--- src/rtl/cpu_pkg.sv ---
// Shared types and constants for the instruction-memory loader.
package cpu_pkg;

  localparam int WORD_BYTES  = 4;
  localparam int INSTR_WIDTH = 32;

  typedef enum logic [2:0] {
    ST_IDLE,
    ST_COLLECT,
    ST_WRITE,
    ST_FINISH,
    ST_ERROR
  } loader_state_t;

endpackage

--- src/rtl/imem_loader_if.sv ---
// Byte-stream input channel and instruction-memory write port of the loader.
interface imem_loader_if
  import cpu_pkg::*;
#(
  parameter int ADDR_WIDTH = 8
);

  logic                   in_valid;
  logic [7:0]             in_data;
  logic                   in_last;
  logic                   in_ready;
  logic                   imem_we;
  logic [ADDR_WIDTH-1:0]  imem_addr;
  logic [INSTR_WIDTH-1:0] imem_wdata;

  modport master (
    input  in_valid,
    input  in_data,
    input  in_last,
    output in_ready,
    output imem_we,
    output imem_addr,
    output imem_wdata
  );

  modport slave (
    output in_valid,
    output in_data,
    output in_last,
    input  in_ready,
    input  imem_we,
    input  imem_addr,
    input  imem_wdata
  );

endinterface

--- src/rtl/byte_packer.sv ---
// Shifts program bytes MSB-first into a 32-bit word and flags the byte that completes it.
module byte_packer
  import cpu_pkg::*;
(
  input  logic                   clk,
  input  logic                   reset,
  input  logic                   clear,
  input  logic                   accept,
  input  logic [7:0]             byte_in,
  output logic [INSTR_WIDTH-1:0] word,
  output logic                   word_full
);

  localparam logic [1:0] LAST_BYTE = 2'(WORD_BYTES - 1);

  logic [1:0]             count_q, count_d;
  logic [INSTR_WIDTH-1:0] shift_q, shift_d;

  always_comb begin
    count_d   = count_q;
    shift_d   = shift_q;
    word_full = accept && (count_q == LAST_BYTE);
    if (clear) begin
      count_d = '0;
      shift_d = '0;
    end else if (accept) begin
      count_d = count_q + 2'd1;
      shift_d = {shift_q[INSTR_WIDTH-9:0], byte_in};
    end
  end

  always_ff @(posedge clk) begin
    if (!reset) begin
      count_q <= '0;
      shift_q <= '0;
    end else begin
      count_q <= count_d;
      shift_q <= shift_d;
    end
  end

  assign word = shift_q;

endmodule

--- src/rtl/imem_loader.sv ---
// Loads a byte-serial program image into instruction memory while holding the core in reset.
module imem_loader
  import cpu_pkg::*;
#(
  parameter int ADDR_WIDTH = 8
)
(
  input  logic              clk,
  input  logic              reset,
  input  logic              start,
  imem_loader_if.master     bus,
  output logic              cpu_hold,
  output logic              done,
  output logic              error,
  output logic [ADDR_WIDTH:0] word_count
);

  loader_state_t          state_q, state_d;
  logic [ADDR_WIDTH-1:0]  addr_q, addr_d;
  logic [ADDR_WIDTH:0]    count_q, count_d;
  logic [INSTR_WIDTH-1:0] wdata_q, wdata_d;
  logic                   last_q, last_d;

  logic                   accept;
  logic                   load_start;
  logic                   word_full;
  logic [INSTR_WIDTH-1:0] packed_word;

  assign accept     = (state_q == ST_COLLECT) && bus.in_valid;
  assign load_start = start && ((state_q == ST_IDLE) || (state_q == ST_ERROR));

  byte_packer u_packer (
    .clk       (clk),
    .reset     (reset),
    .clear     (load_start),
    .accept    (accept),
    .byte_in   (bus.in_data),
    .word      (packed_word),
    .word_full (word_full)
  );

  always_comb begin
    state_d = state_q;
    addr_d  = addr_q;
    count_d = count_q;
    wdata_d = wdata_q;
    last_d  = last_q;
    unique case (state_q)
      ST_IDLE, ST_ERROR: begin
        if (load_start) begin
          state_d = ST_COLLECT;
          addr_d  = '0;
          count_d = '0;
          last_d  = 1'b0;
        end
      end
      ST_COLLECT: begin
        if (accept) begin
          if (word_full) begin
            last_d  = bus.in_last;
            state_d = ST_WRITE;
          end else if (bus.in_last) begin
            state_d = ST_ERROR;
          end
        end
      end
      ST_WRITE: begin
        count_d = count_q + 1'b1;
        wdata_d = packed_word;
        // The last address has no successor: a longer image is an overflow, not a wrap.
        if (last_q) begin
          state_d = ST_FINISH;
        end else if (&addr_q) begin
          state_d = ST_ERROR;
        end else begin
          addr_d  = addr_q + 1'b1;
          state_d = ST_COLLECT;
        end
      end
      ST_FINISH: begin
        state_d = ST_IDLE;
      end
      default: begin
        state_d = ST_IDLE;
      end
    endcase
  end

  always_ff @(posedge clk) begin
    if (!reset) begin
      state_q <= ST_IDLE;
      addr_q  <= '0;
      count_q <= '0;
      wdata_q <= '0;
      last_q  <= 1'b0;
    end else begin
      state_q <= state_d;
      addr_q  <= addr_d;
      count_q <= count_d;
      wdata_q <= wdata_d;
      last_q  <= last_d;
    end
  end

  // The packer's word is stable through WRITE; wdata_q keeps it visible once shifting resumes.
  assign bus.in_ready   = (state_q == ST_COLLECT);
  assign bus.imem_we    = (state_q == ST_WRITE);
  assign bus.imem_addr  = addr_q;
  assign bus.imem_wdata = (state_q == ST_WRITE) ? packed_word : wdata_q;

  assign cpu_hold   = (state_q == ST_COLLECT) || (state_q == ST_WRITE) || (state_q == ST_ERROR);
  assign done       = (state_q == ST_FINISH);
  assign error      = (state_q == ST_ERROR);
  assign word_count = count_q;

endmodule

--- src/flat_wrapper.sv ---
// flat-port wrapper written by rule: the top's interface ports become plain ports
module imem_loader_flat import cpu_pkg::*;
#(
  parameter int ADDR_WIDTH = 8
)
  (clk, reset, start, cpu_hold, done, error, word_count, bus_in_valid, bus_in_data, bus_in_last, bus_in_ready, bus_imem_we, bus_imem_addr, bus_imem_wdata);
  imem_loader_if #(.ADDR_WIDTH(ADDR_WIDTH)) bus_i ();
  input  logic clk;
  input  logic reset;
  input  logic start;
  output logic cpu_hold;
  output logic done;
  output logic error;
  output logic [ADDR_WIDTH:0] word_count;
  input wire logic [$bits(bus_i.in_valid)-1:0] bus_in_valid;
  input wire logic [$bits(bus_i.in_data)-1:0] bus_in_data;
  input wire logic [$bits(bus_i.in_last)-1:0] bus_in_last;
  output wire logic [$bits(bus_i.in_ready)-1:0] bus_in_ready;
  output wire logic [$bits(bus_i.imem_we)-1:0] bus_imem_we;
  output wire logic [$bits(bus_i.imem_addr)-1:0] bus_imem_addr;
  output wire logic [$bits(bus_i.imem_wdata)-1:0] bus_imem_wdata;
  assign bus_i.in_valid = bus_in_valid;
  assign bus_i.in_data = bus_in_data;
  assign bus_i.in_last = bus_in_last;
  assign bus_in_ready = bus_i.in_ready;
  assign bus_imem_we = bus_i.imem_we;
  assign bus_imem_addr = bus_i.imem_addr;
  assign bus_imem_wdata = bus_i.imem_wdata;
  imem_loader #(.ADDR_WIDTH(ADDR_WIDTH)) u_core (.clk(clk), .reset(reset), .start(start), .bus(bus_i), .cpu_hold(cpu_hold), .done(done), .error(error), .word_count(word_count));
endmodule
--- config.mk ---
export PLATFORM = sky130hd
export DESIGN_NAME = imem_loader_flat
export DESIGN_NICKNAME = d
export VERILOG_FILES = /design/src/rtl/cpu_pkg.sv /design/src/rtl/imem_loader_if.sv /design/src/rtl/byte_packer.sv /design/src/rtl/imem_loader.sv /design/src/flat_wrapper.sv
export SDC_FILE = /design/constraint.sdc
export NUM_CORES = 1
export LEC_CHECK = 0
export ABC_AREA = 1
export CORE_MARGIN = 8
export CORE_UTILIZATION = 45
export CTS_CLUSTER_DIAMETER = 80
export DETAILED_ROUTE_END_ITERATION = 7
export GPL_ROUTABILITY_DRIVEN = 0
export PLACE_DENSITY = 0.7
export SLEW_MARGIN = 30
export SYNTH_ARGS = -nofsm -noshare
export SYNTH_HDL_FRONTEND = slang
export SYNTH_SLANG_ARGS = --single-unit
--- constraint.sdc ---
create_clock -name clk -period 5.31 [get_ports clk]
set_clock_uncertainty 0.2 [all_clocks]
set_input_delay 1.593 -clock clk [delete_from_list [all_inputs] [get_ports clk]]
set_output_delay 1.593 -clock clk [all_outputs]
set_load 0.02 [all_outputs]
==> results of run 1 <==
[cell usage in the layout, fill, tap and decap left out, drive strengths merged, types with 6 or more instances in the layout]
| cell type | Yosys | layout |
|---|---|---|
| or2 | 32 | 32 |
| dfxtp | 87 | 87 |
| nand4 | 6 | 6 |
| clkbuf | 9 | 11 |
| inv | 67 | 67 |
| nand3 | 22 | 22 |
| clkdlybuf4s50 | 0 | 66 |
| o21ai | 41 | 41 |
| a21oi | 51 | 51 |
| nor2 | 54 | 54 |
| nand2 | 118 | 118 |
[flip-flops by register name, indices dropped and copies added (netlist names)]
name and cells:
u_core.bus.imem_addr 8, u_core.last_q 1, u_core.state_q 3, u_core.u_packer.count_q 2
u_core.u_packer.word 32, u_core.wdata_q 32, u_core.word_count 9
[area by class of cell]
class | count | share of cell area, %
flip-flops and latches | 87 | 37.76
multi-input cells | 336 | 34.26
repair buffers | 68 | 14.65
inverters | 68 | 5.643
clock buffers | 11 | 3.066
well taps | 105 | 2.849
clock inverters | 5 | 1.763
[worst max-delay path, stage by stage, from the launching register on]
cell and delay (ps):
dfxtp_1 350, inv_1 70, nand3_2 380, inv_6 460, or2_1 150, o21ai_0 120
inv_1 90, clkdlybuf4s50_1 600
[power groups by stage]
stage               Sequential [W]  Combinational [W]  Clock [W]
global placement          0.000675          0.0000690          0
finish                    0.000660          0.0000694   0.000508
floorplan                 0.000674          0.0000476          0
global route              0.000661          0.0000777   0.000541
CTS                       0.000660          0.0000700   0.000518
detailed placement        0.000675          0.0000698          0
[worst min path at each step]
stage                     cells past startpoint                                    end                                   from  slack (ps)
after floorplan                               2  u_core.u_packer.word[28]$_SDFFE_PP0P_  u_core.u_packer.word[28]$_SDFFE_PP0P_         240
after global placement                        2  u_core.u_packer.word[30]$_SDFFE_PP0P_  u_core.u_packer.word[30]$_SDFFE_PP0P_         250
after detailed placement                      2  u_core.u_packer.word[31]$_SDFFE_PP0P_  u_core.u_packer.word[31]$_SDFFE_PP0P_         260
after CTS                                     2  u_core.u_packer.word[31]$_SDFFE_PP0P_  u_core.u_packer.word[31]$_SDFFE_PP0P_         270
after global routing                          2  u_core.u_packer.word[31]$_SDFFE_PP0P_  u_core.u_packer.word[31]$_SDFFE_PP0P_         290
final                                         2  u_core.u_packer.word[30]$_SDFFE_PP0P_  u_core.u_packer.word[30]$_SDFFE_PP0P_         270
[stage by stage]
step	std cells	total power (W)	util, %	setup slack, ps	hold WS [ps]
4_1_cts	680	0.001247	56.70	924.9	269.3
2_1_floorplan	514	0.0007217	-	2318	236.9
3_3_place_gp	664	0.0007439	53.93	1371	248.7
3_5_place_dp	664	0.0007450	53.96	1330	256.4
5_1_grt	680	0.001280	56.70	733.8	291.4
6_report	680	0.001237	56.70	948.7	268.4
[metal layers]
metal / track usage, % / vias to the layer above / wire (um)
met1: 19.38 / 1500 / 4128
met2: 25.04 / 63 / 3900
met3: 4.979 / 11 / 520
met5: 0 / - / 0
li1: - / 1729 / -
met4: 5.628 / 0 / 86
[cell families after synthesis]
kind of cell	share of synthesized area [%]
DFF	46.77
adders and majority gates	1.008
and+or+nand+nor	27.99
buffers and inverters	10.85
AOI/OAI and AO/OA	13.37
==> results.txt, run 1 <==
----------------------------------------------------
[Detailed routing]
  DRC violation total after the first TritonRoute iteration ... 149
  Via/cell ratio ... 4.857
  DRT Pass-1 Iters ... 4
  Via count ... 3303
  DRC violations left ... 0
  Average detailed-routed wire length per instance ... 12.70 um
  Aggregate routed wire length ... 8.636 mm
  Antenna-violating nets left ... 0

[Critical path]
  Largest driver fanout on the critical path ... 51
  Terminus of the critical flop-to-flop path ... u_core.u_packer.word[19]$_SDFFE_PP0P_
  Source of the critical timing path ... u_core.state_q[0]$_SDFFE_PN0P_
  Sort of element at the end of the critical path ... primary output
  Launch instance of the worst register-to-register path ... u_core.state_q[1]$_SDFFE_PN0P_
  Critical Path AT ... 2570 ps
  Crit start category ... flop
  Data required time of the critical path ... 3520 ps
  Worst setup path end ... bus_imem_wdata[10]
  CP Class ... flop to primary output
  Worst R2R Path Depth ... 6
  Worst reg2reg setup slack ... 3030 ps

[Synthesis]
  Netlist area before placement ... 3724 um^2
  Number of distinct library cell variants in the gate-level netlist after synthesis ... 31
  Post-synthesis sequential element count ... 87
  Proportion of synthesized chip area in sequential cells ... 46.77%
  Syn Nets ... 530
  Cell types occupying the most area after synthesis ... dfxtp_1, nand2_1, a21oi_1, inv_1, nor2_1
  Number of synthesis warnings ... 0
  Library cell with the highest instance count after synthesis ... nand2_1
  Most numerous cell types in the synthesized netlist ... nand2_1, dfxtp_1, inv_1
  Ys async rst share ... 0%
  Cell accounting for the most synthesized area ... dfxtp_1
  Count of flip-flops with a built-in enable after synthesis ... 0
  Avg Inst Size Synth ... 7.244 um^2
  Top FF cell, synth ... dfxtp_1
  Synthesized netlist cell count ... 514
  Area share of the leading cell type in the synthesized netlist ... 46.77%

[Power]
  Power density relative to cell area ... 268.2 nW/um^2
  Clock network power share ... 41.1%
  Maximum VDD drop ... 0.1287 mV
  Net Sw Power ... 0.0002800 W
  Int Power ... 0.0009569 W
  Combinational cell fraction of total power ... 5.6%
  Share of total power in sequential cells ... 53.3%
  Cell leakage power ... 2.007 nW
  Switching share of power ... 22.64%

[Clock tree]
  Hold Buf Count CTS ... 0
  Worst-case clock buffer depth ... 2
  TritonCTS clock tree ... built
  Cts repair resizes ... 0
  Setup repair bufs after CTS ... 0
  Cts bufs inserted ... 9
  Maximum level of the CTS H-tree ... 3
  Clock tree sinks ... 87
  Root buf cell ... clkbuf_8
  Latest clock arrival within the worst-skew pair ... 350 ps
  Clk pin slew, worst setup/hold paths ... 90 ps

[STA]
  Unrepaired setup endpoints after global routing ... false
  Max Fclk ... 229.3 MHz
  Final hold viol count ... 0
  Final cycle utilization of the critical path ... 82.13%
  Least-Margin Pin Slew ... 787.2 ps
  Post-layout min period ... 4361 ps
  Final number of setup-violating endpoints ... 0
  Relative slew slack ... 47.40%
  Max-slew violation count ... 0
  Final sum of negative setup slack ... 0 ps

[GRT]
  Number of antenna violations at the first check in global routing ... 0
  Number of global-route vias before repair ... 3163
  Sum of overflow across all layers after global routing ... 0
  First-pass GRT wire length ... 14.70 mm
  Maximum number of pins on one net before global-route repair ... 52
  GRT Util Overall ... 15.67%

[Final layout]
  FF+latch area ... 1742 um^2
  Final cell area excluding filler cells ... 4612 um^2
  Final nets ... 586
  Layout cells sized above 1 ... 4.696%
  Layout filler cell count ... 749
  Multi-input combinational cell area ... 1580 um^2
  # diodes ... 0
  Layout area overhead ... 23.86%

[Hold path]
  Path type of the worst min-delay path ... flop to flop

[Floorplan]
  Die Ht ... 107.0 um
  IO Count ... 67
  Row cnt ... 33
  Horiz. Die Dim ... 107.0 um
  Initial core utilization ... 45.78%
  Core ar. ... 8134 um^2
  Total Die Area ... 11440 um^2

[Placed design]
  I/O Buffers ... 66
  Hpwl dp ... 5.893 mm
  Placed standard-cell area ... 4389 um^2

[Run status]
  Result of the run ... finished, final reports clean

[Flow run]
  Max-Cap Viols ... 0

----------------------------------------------------
No activity file was read; power rests on OpenSTA's default activity.
==> run 2: changes to the inputs <==
clock period = 4.1 ns   (was 5.31 ns; I/O delays follow)
==> run 2 against run 1 <==
Clock-buffer cell count decreased by 1. First-iteration DRC count is 0.67% lower. Cell area is 0.27% lower. Combinational power rose by 35%. Global-route usage decreased by 0.19 points. Non-clock buffer count is 4 higher. Core utilization down 0.15 points. Clock power increased by 8.7%. Register-to-register slack worse by 980 ps. Routed wire length shrank 0.10%. Final cell count is 0.59% higher. Largest cell class unchanged.
==> results.txt, run 2 (synthesis gave the netlist of run 1 again) <==
----------------------------------------------------
[Run status]
  Result of the run ... finished, final reports clean (unchanged)

[Floorplan]
  Initial core utilization ... 45.78% (unchanged)
  Core ar. ... 8134 um^2 (unchanged)
  Row cnt ... 33 (unchanged)
  IO Count ... 67 (unchanged)
  Total Die Area ... 11440 um^2 (unchanged)
  Horiz. Die Dim ... 107.0 um (unchanged)
  Die Ht ... 107.0 um (unchanged)

[Final layout]
  Final cell area excluding filler cells ... 4599 um^2 (was 4612 um^2)
  Layout area overhead ... 23.52% (was 23.86%)
  Final nets ... 590 (was 586)
  Layout cells sized above 1 ... 5.181% (was 4.696%)
  Utilization after layout ... 56.55% (was 56.70%)
  Final non-filler cell total ... 684 (was 680)
  Commonest cells after routing, fill and taps aside ... nand2_1, dfxtp_1, clkdlybuf4s50_1, inv_1, nor2_1 (unchanged)
  # diodes ... 0 (unchanged)
  Leading cell type in the layout, fill and taps excluded ... nand2_1 (unchanged)

[Critical path]
  Crit start category ... flop (unchanged)
  Largest driver fanout on the critical path ... 51 (unchanged)
  Launch instance of the worst register-to-register path ... u_core.state_q[1]$_SDFFE_PN0P_ (unchanged)
  CP Class ... flop to primary output (unchanged)
  Sort of element at the end of the critical path ... primary output (unchanged)
  Data required time of the critical path ... 2670 ps (was 3520 ps)
  Source of the critical timing path ... u_core.state_q[1]$_SDFFE_PN0P_ (was u_core.state_q[0]$_SDFFE_PN0P_)
  Critical Path AT ... 2450 ps (was 2570 ps)

[Detailed routing]
  Aggregate routed wire length ... 8.627 mm (was 8.636 mm)
  DRC violation total after the first TritonRoute iteration ... 148 (was 149)
  DRC violations left ... 0 (unchanged)
  Antenna-violating nets left ... 0 (unchanged)
  DRT Pass-1 Iters ... 4 (unchanged)
  Via/cell ratio ... 4.849 (was 4.857)
  Average detailed-routed wire length per instance ... 12.61 um (was 12.70 um)
  Via count ... 3317 (was 3303)

[GRT]
  First-pass GRT wire length ... 14.68 mm (was 14.70 mm)
  Maximum number of pins on one net before global-route repair ... 52 (unchanged)
  GRT Util Overall ... 15.48% (was 15.67%)
  Number of antenna violations at the first check in global routing ... 0 (unchanged)
  Number of global-route vias before repair ... 3228 (was 3163)
  Sum of overflow across all layers after global routing ... 0 (unchanged)

[STA]
  Final number of setup-violating endpoints ... 0 (unchanged)
  Max Fclk ... 257.6 MHz
  Least-Margin Pin Slew ... 619.0 ps (was 787.2 ps)
  Max-slew violation count ... 0 (unchanged)
  Final sum of negative setup slack ... 0 ps (unchanged)
  Unrepaired setup endpoints after global routing ... false (unchanged)
  Relative slew slack ... 58.63% (was 47.40%)
  Final cycle utilization of the critical path ... 94.70%
  Post-Route Hold Slack ... 267.6 ps (was 268.4 ps)
  Final hold viol count ... 0 (unchanged)
  Post-layout min period ... 3882 ps

[Clock tree]
  Clk pin slew, worst setup/hold paths ... 90 ps (about the same)
  Cts bufs inserted ... 9 (unchanged)
  Latest clock arrival within the worst-skew pair ... 350 ps (about the same)
  TritonCTS clock tree ... built (unchanged)
  Maximum level of the CTS H-tree ... 3 (unchanged)
  Clock tree sinks ... 87 (unchanged)
  Root buf cell ... clkbuf_8 (unchanged)
  Hold Buf Count CTS ... 0 (unchanged)
  Worst-case clock buffer depth ... 2 (unchanged)

[Power]
  Cell leakage power ... 2.004 nW (was 2.007 nW)
  Share of total power in sequential cells ... 57.0% (was 53.3%)
  Net Sw Power ... 0.0003878 W (was 0.0002800 W)
  Maximum VDD drop ... 0.1713 mV (was 0.1287 mV)
  Switching share of power ... 25.86% (was 22.64%)
  Clock network power share ... 36.8% (was 41.1%)
  Power density relative to cell area ... 326.1 nW/um^2 (was 268.2 nW/um^2)
  Int Power ... 0.001112 W (was 0.0009569 W)
  Combinational cell fraction of total power ... 6.2% (was 5.6%)

[Flow run]
  Max-Cap Viols ... 0 (unchanged)

[Placed design]
  Hpwl dp ... 6.091 mm (was 5.893 mm)
  I/O Buffers ... 66 (unchanged)
  Placed standard-cell area ... 4417 um^2 (was 4389 um^2)
  Placed Cells incl. Taps ... 668 (was 664)

[Hold path]
  Path type of the worst min-delay path ... flop to flop (unchanged)
  Start point of the worst min-delay path ... u_core.u_packer.word[30]$_SDFFE_PP0P_ (unchanged)

----------------------------------------------------
[run 2: changes by cell type in the layout (fill, tap and decap cells not counted)]
cell        previous run  this run
bufinv_16              2         0
clkinvlp_4             1         2
inv_6                  1         2
nand2_2                2         1
nand2_1              116       117
inv_8                  0         2
clkinv_2               1         0
buf_4                  2         6
clkbuf_8              10         9
[run 2: metal layers]
layer  wire [um]  GRT usage [%]
met1        4064          19.52
met2        3997          24.96
met3         446          3.479
met4         119          6.432
met5           0              0
[run 2: final timing paths]
kind	endpoint	depth (start not counted)	slack [ps]
worst min register to register	u_core.u_packer.word[30]$_SDFFE_PP0P_	2	270
worst min-delay path	u_core.u_packer.word[30]$_SDFFE_PP0P_	2	270
worst max-delay path	bus_imem_wdata[18]	6	220
worst max register to register	u_core.bus.imem_addr[0]$_SDFFE_PN0P_	8	2050
[run 2: layout make-up]
type / instances / area [um^2]
Fill cell: 780 / 3535
Clock inverter: 6 / 52.55
Sequential cell: 87 / 1742
Timing Repair Buffer: 72 / 705.7
Clock buffer: 10 / 127.6
Multi-Input combinational cell: 336 / 1578
Tap cell: 105 / 131.4
Inverter: 68 / 262.8
[run 2: metrics by stage]
| stage | power [W] | worst slack, ps |
|---|---|---|
| floorplan | 0.0009347 | 1471 |
| detailed placement | 0.0009679 | 531.5 |
| finish | 0.001500 | 217.5 |
| CTS | 0.001515 | 126.0 |
| global route | 0.001558 | 8.337 |
| global placement | 0.0009664 | 557.7 |
[run 2: power by group through the flow]
stage,clock network (W),registers [W],logic (W)
2_1_floorplan,0,0.000873,0.0000617
3_3_place_gp,0,0.000874,0.0000921
3_5_place_dp,0,0.000874,0.0000935
4_1_cts,0.000567,0.000855,0.0000938
5_1_grt,0.000597,0.000856,0.000104
6_report,0.000552,0.000854,0.0000937
[run 2: worst max-delay path: stages, from the launching register on]
cell	delay (ps)
dfxtp_1	390
nand3_2	380
inv_8	370
or2_1	140
o21ai_0	110
inv_1	90
clkdlybuf4s50_1	610
[run 2: timing repair]
| item | 4_1_cts | 5_1_grt |
|---|---|---|
| setup buffers | 0 | 0 |
| endpoints found under the setup margin | 0 | 10 |
| resized for setup | 0 | 1 |
==> run 3: changes to the inputs <==
CTS_CLUSTER_DIAMETER = unset   (was 80)
PLACE_DENSITY = 0.69   (was 0.7)
SYNTH_HIERARCHICAL = 1   (was unset)
==> run 3 against run 2 <==
Non-clock buffer count did not move. Sequential cell count did not move. Die area rose by 6.2%. Combinational power rose by 21%. Routed wire length rose by 5.3%. Cell area rose by 5.2%. Critical path depth rose by 1. Sequential power barely moved. First-iteration DRC count fell by 6.8%. Clock-buffer cell count did not move. Register-to-register slack barely moved. Final cell count rose by 1.5%. Critical endpoint is now bus_imem_wdata[8]. Largest power group unchanged. Highest routed layer unchanged.
==> results.txt, run 3 <==
----------------------------------------------------
[Final layout]
  Layout filler cell count ... 864 (was 780)
  Commonest cells after routing, fill and taps aside ... nand2_1, dfxtp_1, clkdlybuf4s50_1, inv_1, nor2_1 (unchanged)
  FF+latch area ... 1742 um^2 (unchanged)
  Layout area overhead ... 21.03% (was 23.52%)
  Final nets ... 597 (was 590)
  Multi-input combinational cell area ... 1794 um^2 (was 1578 um^2)
  Leading cell type in the layout, fill and taps excluded ... nand2_1 (unchanged)
  Layout cells sized above 1 ... 17.92% (was 5.181%)
  # diodes ... 0 (unchanged)
  Utilization after layout ... 55.75% (was 56.55%)

[Critical path]
  Worst reg2reg setup slack ... 2040 ps (was 2050 ps)
  Crit start category ... flop (unchanged)
  Terminus of the critical flop-to-flop path ... u_core/u_packer/word[18]$_SDFFE_PP0P_ (was u_core.bus.imem_addr[0]$_SDFFE_PN0P_)
  Worst R2R Path Depth ... 7 (was 8)
  CP Class ... flop to primary output (unchanged)
  Launch instance of the worst register-to-register path ... u_core/state_q[2]$_SDFFE_PN0P_ (was u_core.state_q[1]$_SDFFE_PN0P_)
  Critical Path AT ... 2280 ps (was 2450 ps)
  Sort of element at the end of the critical path ... primary output (unchanged)
  Data required time of the critical path ... 2670 ps (about the same)
  Source of the critical timing path ... u_core/state_q[0]$_SDFFE_PN0P_ (was u_core.state_q[1]$_SDFFE_PN0P_)
  Largest driver fanout on the critical path ... 34 (was 51)

[STA]
  Max-slew violation count ... 0 (unchanged)
  Final sum of negative setup slack ... 0 ps (unchanged)
  Post-layout min period ... 3714 ps (was 3882 ps)
  Final cycle utilization of the critical path ... 90.59% (was 94.70%)
  Final number of setup-violating endpoints ... 0 (unchanged)
  Crit path setup slack, layout ... 385.8 ps (was 217.5 ps)
  Unrepaired setup endpoints after global routing ... false (unchanged)
  Max Fclk ... 269.2 MHz (was 257.6 MHz)
  Least-Margin Pin Slew ... 596.0 ps (was 619.0 ps)
  Final hold viol count ... 0 (unchanged)
  Relative slew slack ... 60.02% (was 58.63%)

[Hold path]
  Cell depth of the worst hold path ... 2 (unchanged)
  Terminating pin of the worst hold path ... u_core/u_packer/word[27]$_SDFFE_PP0P_ (was u_core.u_packer.word[30]$_SDFFE_PP0P_)
  Path type of the worst min-delay path ... flop to flop (unchanged)
  Start point of the worst min-delay path ... u_core/u_packer/word[27]$_SDFFE_PP0P_ (was u_core.u_packer.word[30]$_SDFFE_PP0P_)

[Synthesis]
  Cell types occupying the most area after synthesis ... dfxtp_1, nand2_1, a21oi_2, nor2_1, inv_1 (was dfxtp_1, nand2_1, a21oi_1, inv_1, nor2_1)
  Syn Nets ... 538 (was 530)
  Number of synthesis warnings ... 6 (was 0)
  Top FF cell, synth ... dfxtp_1 (unchanged)
  Netlist area before placement ... 3998 um^2 (was 3724 um^2)
  Most numerous cell types in the synthesized netlist ... nand2_1, dfxtp_1, nor2_1 (was nand2_1, dfxtp_1, inv_1)
  Cell accounting for the most synthesized area ... dfxtp_1 (unchanged)
  Count of flip-flops with a built-in enable after synthesis ... 0 (unchanged)
  Area share of the leading cell type in the synthesized netlist ... 43.57% (was 46.77%)
  Post-synthesis sequential element count ... 87 (unchanged)
  Proportion of synthesized chip area in sequential cells ... 43.57% (was 46.77%)
  Synthesized netlist cell count ... 522 (was 514)
  Library cell with the highest instance count after synthesis ... nand2_1 (unchanged)
  Avg Inst Size Synth ... 7.658 um^2 (was 7.244 um^2)
  Ys async rst share ... 0% (unchanged)
  Number of distinct library cell variants in the gate-level netlist after synthesis ... 32 (was 31)

[Floorplan]
  IO Count ... 67 (unchanged)
  Row cnt ... 34 (was 33)
  Die Ht ... 110.3 um (was 107.0 um)
  Core ar. ... 8678 um^2 (was 8134 um^2)
  Horiz. Die Dim ... 110.3 um (was 107.0 um)
  Total Die Area ... 12160 um^2 (was 11440 um^2)
  Initial core utilization ... 46.06% (was 45.78%)

[Clock tree]
  Latest clock arrival within the worst-skew pair ... 350 ps (about the same)
  Maximum level of the CTS H-tree ... 3 (unchanged)
  Clk pin slew, worst setup/hold paths ... 90 ps (about the same)
  Cts bufs inserted ... 9 (unchanged)
  Root buf cell ... clkbuf_8 (unchanged)
  Worst-case clock buffer depth ... 2 (unchanged)
  Cts repair resizes ... 0 (unchanged)
  Setup repair bufs after CTS ... 0 (unchanged)
  Clock tree sinks ... 87 (unchanged)
  TritonCTS clock tree ... built (unchanged)
  Hold Buf Count CTS ... 0 (unchanged)

[Placed design]
  Hpwl dp ... 6.076 mm (was 6.091 mm)
  Post-Place Worst Slack ... 733.3 ps (was 531.5 ps)
  I/O Buffers ... 66 (unchanged)

[Detailed routing]
  Antenna-violating nets left ... 0 (unchanged)
  Aggregate routed wire length ... 9.080 mm (was 8.627 mm)
  Via/cell ratio ... 4.872 (was 4.849)
  DRC violation total after the first TritonRoute iteration ... 138 (was 148)
  DRT Pass-1 Iters ... 6 (was 4)
  Average detailed-routed wire length per instance ... 13.08 um (was 12.61 um)
  Via count ... 3381 (was 3317)
  DRC violations left ... 0 (unchanged)

[GRT]
  Met1 Usage GRT ... 18.90% (was 19.52%)
  Met3 global-route usage ... 4.012% (was 3.479%)
  Maximum number of pins on one net before global-route repair ... 42 (was 52)
  GRT Util Overall ... 15.60% (was 15.48%)
  First-pass GRT wire length ... 15.29 mm (was 14.68 mm)
  Met2 track utilization from global routing ... 26.04% (was 24.96%)
  Number of antenna violations at the first check in global routing ... 0 (unchanged)
  Grt peak-use layer ... met2 (unchanged)
  Number of global-route vias before repair ... 3324 (was 3228)
  Sum of overflow across all layers after global routing ... 0 (unchanged)

[Power]
  Net Sw Power ... 0.0003925 W (was 0.0003878 W)
  Int Power ... 0.001186 W (was 0.001112 W)
  Clock network power share ... 38.7% (was 36.8%)
  Cell leakage power ... 2.055 nW (was 2.004 nW)
  Share of total power in sequential cells ... 54.1% (was 57.0%)
  Power density relative to cell area ... 326.2 nW/um^2 (was 326.1 nW/um^2)
  Combinational cell fraction of total power ... 7.2% (was 6.2%)
  Maximum VDD drop ... 0.1694 mV (was 0.1713 mV)
  Switching share of power ... 24.86% (was 25.86%)

[Flow run]
  Max-Cap Viols ... 0 (unchanged)

[Run status]
  Result of the run ... finished, final reports clean (unchanged)

----------------------------------------------------
run 3: final cells by class:
class	instances	area share, %
Timing Repair Buffer	72	14.58
Clock buffer	10	2.845
Clock inverter	6	1.422
Tap cell	108	2.793
Multi-Input combinational cell	345	37.08
Inverter	66	5.275
Sequential cell	87	36.00
run 3: layer usage:
layer / part of all wire, % / up-vias
met4: 0.67 / 0
met3: 6.2 / 4
met2: 48 / 67
li1: - / 1738
met5: 0 / -
met1: 45 / 1572
run 3: worst max path at each step:
stage	end
floorplan	bus_imem_wdata[5]
global placement	bus_imem_wdata[8]
detailed placement	bus_imem_wdata[31]
CTS	bus_imem_wdata[31]
global route	bus_imem_wdata[31]
finish	bus_imem_wdata[8]
run 3: kinds of logic after synthesis:
logic type      synth area share [%]
compound gates                 15.31
fa+ha+maj                     0.9391
buf+inv                        11.61
flops                          43.57
simple gates                   28.58
run 3: power by group through the flow:
stage | Combinational [W] | Sequential (W) | Clock (W)
after detailed placement | 0.000113 | 0.000874 | 0
after CTS | 0.000114 | 0.000854 | 0.000631
after floorplan | 0.0000881 | 0.000873 | 0
final | 0.000113 | 0.000854 | 0.000611
after global routing | 0.000125 | 0.000856 | 0.000666
after global placement | 0.000113 | 0.000874 | 0
run 3: through the flow:
stage	total power [W]	hold slack (ps)	instance area, um^2	cells
finish	0.001578	271.1	4838	694
floorplan	0.0009610	235.9	3998	522
global placement	0.0009862	257.0	4632	678
detailed placement	0.0009873	259.4	4632	678
global route	0.001646	290.8	4838	694
CTS	0.001599	273.1	4838	694
run 3: worst max-delay path, stage by stage, from the launching register on:
cell	delay, ps
dfxtp_1	350
nor2_2	150
nand2_2	70
inv_2	380
or2_0	160
o21ai_0	140
inv_1	90
clkdlybuf4s50_1	600
